<file path="src/rtl/serial_adder_if.sv">
// rtl/serial_adder_if.sv - start/busy/done operand and result bundle for serial_adder
interface serial_adder_if #(
  parameter int WIDTH = 8
);
  logic             start;
  logic             sub;
  logic [WIDTH-1:0] a;
  logic [WIDTH-1:0] b;
  logic             cin;
  logic             busy;
  logic             done;
  logic [WIDTH-1:0] sum;
  logic             cout;
  logic             overflow;

  modport master (
    output start, sub, a, b, cin,
    input  busy, done, sum, cout, overflow
  );

  modport slave (
    input  start, sub, a, b, cin,
    output busy, done, sum, cout, overflow
  );
endinterface

</file>
<file path="src/rtl/serial_adder.sv">
// rtl/serial_adder.sv - bit-serial add/subtract, one operand bit per clock, LSB first
module serial_adder #(
  parameter int WIDTH = 8
) (
  input  logic          clk,
  input  logic          rst_n,
  serial_adder_if.slave bus
);
  localparam int CNT_W = $clog2(WIDTH);

  typedef enum logic [1:0] {IDLE, RUN, DONE} state_t;

  state_t           state_q;
  logic [CNT_W-1:0] cnt_q;
  logic [WIDTH-1:0] opa_q;
  logic [WIDTH-1:0] opb_q;
  logic [WIDTH-1:0] res_q;
  logic [WIDTH-1:0] sum_q;
  logic             carry_q;
  logic             busy_q;
  logic             done_q;
  logic             cout_q;
  logic             ovf_q;

  logic             bit_s;
  logic             carry_d;
  logic [WIDTH-1:0] res_d;
  logic             last_bit;

  assign bit_s    = opa_q[0] ^ opb_q[0] ^ carry_q;
  assign carry_d  = (opa_q[0] & opb_q[0]) | (opa_q[0] & carry_q) | (opb_q[0] & carry_q);
  assign res_d    = {bit_s, {(WIDTH-1){1'b0}}} | (res_q >> 1);
  assign last_bit = (cnt_q == CNT_W'(WIDTH - 1));

  always_ff @(posedge clk or negedge rst_n) begin
    if (!rst_n) begin
      state_q <= IDLE;
      cnt_q   <= '0;
      opa_q   <= '0;
      opb_q   <= '0;
      res_q   <= '0;
      sum_q   <= '0;
      carry_q <= 1'b0;
      busy_q  <= 1'b0;
      done_q  <= 1'b0;
      cout_q  <= 1'b0;
      ovf_q   <= 1'b0;
    end else begin
      case (state_q)
        IDLE: begin
          if (bus.start) begin
            // Subtraction is a + ~b + 1, so the carry flop supplies the +1.
            opa_q   <= bus.a;
            opb_q   <= bus.sub ? ~bus.b : bus.b;
            carry_q <= bus.sub ? 1'b1 : bus.cin;
            cnt_q   <= '0;
            busy_q  <= 1'b1;
            state_q <= RUN;
          end
        end
        RUN: begin
          res_q   <= res_d;
          carry_q <= carry_d;
          opa_q   <= opa_q >> 1;
          opb_q   <= opb_q >> 1;
          cnt_q   <= cnt_q + CNT_W'(1);
          if (last_bit) begin
            // carry_q is the carry into the MSB at this edge.
            sum_q   <= res_d;
            cout_q  <= carry_d;
            ovf_q   <= carry_q ^ carry_d;
            busy_q  <= 1'b0;
            done_q  <= 1'b1;
            state_q <= DONE;
          end
        end
        DONE: begin
          done_q  <= 1'b0;
          state_q <= IDLE;
        end
        default: begin
          busy_q  <= 1'b0;
          done_q  <= 1'b0;
          state_q <= IDLE;
        end
      endcase
    end
  end

  assign bus.busy     = busy_q;
  assign bus.done     = done_q;
  assign bus.sum      = sum_q;
  assign bus.cout     = cout_q;
  assign bus.overflow = ovf_q;
endmodule

</file>
<file path="src/flat_wrapper.sv">
// flat-port wrapper written by rule: the top's interface ports become plain ports
module serial_adder_flat 
#(
  parameter int WIDTH = 8
)
  (clk, rst_n, bus_start, bus_sub, bus_a, bus_b, bus_cin, bus_busy, bus_done, bus_sum, bus_cout, bus_overflow);
  serial_adder_if #(.WIDTH(WIDTH)) bus_i ();
  input  logic clk;
  input  logic rst_n;
  input wire logic [$bits(bus_i.start)-1:0] bus_start;
  input wire logic [$bits(bus_i.sub)-1:0] bus_sub;
  input wire logic [$bits(bus_i.a)-1:0] bus_a;
  input wire logic [$bits(bus_i.b)-1:0] bus_b;
  input wire logic [$bits(bus_i.cin)-1:0] bus_cin;
  output wire logic [$bits(bus_i.busy)-1:0] bus_busy;
  output wire logic [$bits(bus_i.done)-1:0] bus_done;
  output wire logic [$bits(bus_i.sum)-1:0] bus_sum;
  output wire logic [$bits(bus_i.cout)-1:0] bus_cout;
  output wire logic [$bits(bus_i.overflow)-1:0] bus_overflow;
  assign bus_i.start = bus_start;
  assign bus_i.sub = bus_sub;
  assign bus_i.a = bus_a;
  assign bus_i.b = bus_b;
  assign bus_i.cin = bus_cin;
  assign bus_busy = bus_i.busy;
  assign bus_done = bus_i.done;
  assign bus_sum = bus_i.sum;
  assign bus_cout = bus_i.cout;
  assign bus_overflow = bus_i.overflow;
  serial_adder #(.WIDTH(WIDTH)) u_core (.clk(clk), .rst_n(rst_n), .bus(bus_i));
endmodule
</file>
<file path="config.mk">
export PLATFORM = sky130hd
export DESIGN_NAME = serial_adder_flat
export DESIGN_NICKNAME = d
export VERILOG_FILES = /design/src/rtl/serial_adder_if.sv /design/src/rtl/serial_adder.sv /design/src/flat_wrapper.sv
export SDC_FILE = /design/constraint.sdc
export NUM_CORES = 1
export LEC_CHECK = 0
export ABC_AREA = 1
export CAP_MARGIN = 20
export CORE_MARGIN = 4
export CORE_UTILIZATION = 55
export DETAILED_ROUTE_END_ITERATION = 10
export PLACE_DENSITY = 0.89
export SLEW_MARGIN = 20
export SYNTH_ARGS = -nofsm -noshare
export SYNTH_HDL_FRONTEND = slang
export SYNTH_SLANG_ARGS = --single-unit
</file>
<file path="constraint.sdc">
create_clock -name clk -period 2 [get_ports clk]
set_clock_uncertainty 0.05 [all_clocks]
set_input_delay 0.6 -clock clk [delete_from_list [all_inputs] [get_ports clk]]
set_output_delay 0.6 -clock clk [all_outputs]
set_load 0.005 [all_outputs]
</file>
==> results.toml, run 1 <==
[logic_synthesis]
ys_seq_elements = 41
avgSynthCellArea_um2 = 8.584
ys_seq_area_frac = 0.5359
synth-adder-area-share = 0.02353
synth_top_family_by_area = "simple AND/OR/NAND/NOR gates"
syn_area_um2 = 1914
postSynthCellCount = 223
syn-num-nets = 247
synthMuxAreaShare = 0
synth_simple_gate_area_share = 0.2941
synth_compound_area_frac = 0.06078
yosys_warnings = 0
synth-xor-area-share = 0.009150
yosys.cell_types.count = 20

[status]
status = "finished, final reports clean"

[sta]
relSlewSlack = 0.6742
worst_pin_slew_ns = 0.4887
fmax_mhz = 528.2
fin_crit_sh = 0.9466
finalSetupViolCount = 0
finalHoldViolations = 0
period_needed_ns = 1.893
drv_slew = 0
holdWs_ns = 0.2377
rsz0062_at_grt = "no"
setup_tns_ns = 0

[floorplan]
io_pins = 33
start_util = 0.5737
dieArea_um2 = 4488
die_x_um = 67.00
dieHeight_um = 67.00
coreArea_um2 = 3337
std_cell_rows = 21

[critical_path]
critPathMaxStageDelay_ns = 0.51
crit_chain = "clkdlybuf4s50_1"
cp-end-kind = "primary output"
cp_max_fo = 2
worstSetupPathType = "reg2out"
rrSetupSlack_ns = 0.53
worstPathRequired_ns = 1.35
r2r_cells = 5
worstPathArrival_ns = 1.24
worstReg2RegStart = "u_core.state_q[1]"
regToRegEndpoint = "u_core.res_q[3]"
crit_family = "buffers and inverters"
cp.depth = 1
worst_path_max_delay_cell = "clkdlybuf4s50_1"
path_buf_inv = 1
cp-start-kind = "flip-flop"

[power]
leakage_nw = 1.183
powerDensity_nw_per_um2 = 1365
ir_drop_v = 0.0006365
power_w = 0.003207

[clock_network]
cts_buffers = 5
h-tree-depth = 2
post_cts_buffers = 0
hold_buffers = 0
cts_tree = "built"
clock-sinks = 41
clock_latency_ns = 0.35
clockBufferDepth = 2
path_clk_slew_ns = 0.12
root_buffer = "clkbuf_4"
cts-resized-gates = 0

[layout]
stdcell_count = 306
nFillCells = 284
layout_commonest_cell = "nand2_1"
diodes = 0
drive_gt1_frac = 0.1115
area_growth_pct = 22.74
fin_nets = 283
final_cell_mix = "nand2_1 (77), nand3_1 (42), dfrtp_1 (41), clkdlybuf4s50_1 (31), inv_1 (17)"

[route]
firstDrtPassIters = 4
drc = 0
vias = 1585
drt_iter0_drc = 89
ant_nets = 0
wl_per_cell_um = 12.45
routed_wl_mm = 3.811
avgViaCountPerCell = 5.180

[place]
port_buffers = 32
place_inst = 298
gp_congestion = 0.7959
place_hpwl_mm = 2.742

[flow_run]
max-cap-violations = 0

[global_route]
grt_usage = 0.2017
grt_pass1_wl_mm = 6.720
grt_start_max_net_pins = 42
overflow = 0
antenna_found_initial = 0
grt_pass1_vias = 1520

[min_path]
hold_path.class = "in2async"
-- sequential cells by signal (all words and copies together) (netlist names) --
signal	count
u_core.opb_q	8
u_core.opa_q	8
u_core.carry_q	1
u_core.bus.busy	1
u_core.bus.done	1
u_core.bus.overflow	1
u_core.cnt_q	3
u_core.bus.sum	8
u_core.state_q	2
u_core.res_q	7
u_core.bus.cout	1
-- cell usage after synthesis --
cell type | n | area, um^2
o21ai_0 | 9 | 45.04
buf_8 | 1 | 15.01
o21ai_2 | 7 | 61.31
dfrtp_1 | 41 | 1026
ha_1 | 2 | 25.02
nand2_4 | 1 | 11.26
nor2_4 | 1 | 11.26
a21oi_1 | 2 | 10.01
nand2_2 | 2 | 12.51
buf_6 | 2 | 22.52
inv_1 | 17 | 63.81
xor2_1 | 2 | 17.52
nor2_2 | 1 | 6.260
fa_1 | 1 | 20.02
buf_4 | 1 | 7.510
nand2_1 | 77 | 289.0
inv_2 | 2 | 7.510
buf_2 | 6 | 30.03
nor2_1 | 6 | 22.52
nand3_1 | 42 | 210.2
-- power by group --
part / total (W) / switching, W / internal [W]
registers: 0.00139 / 0.000220 / 0.00117
clock network: 0.000555 / 0.000257 / 0.000299
logic: 0.00126 / 0.000698 / 0.000562
total: 0.00321 / 0.00117 / 0.00203
-- worst register-to-register path, stage by stage (launching register included) --
cell,delay (ns)
dfrtp_1,0.46
inv_2,0.14
nand2_2,0.27
buf_4,0.29
nand2_1,0.06
o21ai_0,0.08
-- logic make-up after synthesis --
kind of cell | Yosys count
AND/OR/NAND/NOR | 130
flip-flops | 41
buffers and inverters | 29
AO/OA/AOI/OAI | 18
adder cells (fa/ha/maj) | 3
XOR/XNOR | 2
-- metrics by stage --
stage            util  instance area (um^2)  worst slack (ns)
5_1_grt        0.7042                  2350           0.04024
3_5_place_dp   0.6787                  2265            0.1501
4_1_cts        0.7042                  2350           0.07291
2_1_floorplan       -                  1914            0.6842
6_report       0.7042                  2350            0.1068
3_3_place_gp   0.6787                  2265            0.2420
-- area by class of cell --
type	count	area, um^2	area share
Timing Repair Buffer	39	367.9	0.1565
Clock buffer	7	55.05	0.02343
Multi-Input combinational cell	153	742.0	0.3158
Sequential cell	41	1026	0.4366
Clock inverter	1	30.03	0.01278
Inverter	19	71.32	0.03035
Tap cell	46	57.56	0.02449
-- worst max-delay path by stage --
stage,startpoint,to,slack [ns]
finish,u_core.bus.done,bus_done,0.11
global route,u_core.bus.done,bus_done,0.04
CTS,u_core.bus.done,bus_done,0.07
detailed placement,bus_start,u_core.opb_q[1],0.15
global placement,bus_start,u_core.opb_q[1],0.24
floorplan,bus_start,u_core.opb_q[4],0.68
-- layer usage --
metal / wire length, um / vias to the layer above / GRT usage
met4: 95 / 0 / 0.07595
met5: 0 / - / 0
met3: 207 / 13 / 0.05565
met2: 1901 / 43 / 0.3342
li1: - / 780 / -
met1: 1606 / 749 / 0.2495
(Power assumes the default switching activity.)
==> run 2, diff against run 1 <==
- GPL_ROUTABILITY_DRIVEN: unset -> 0
==> results of run 2 <==
No change in the layout: final DEF, timing and power equal those of run 1.
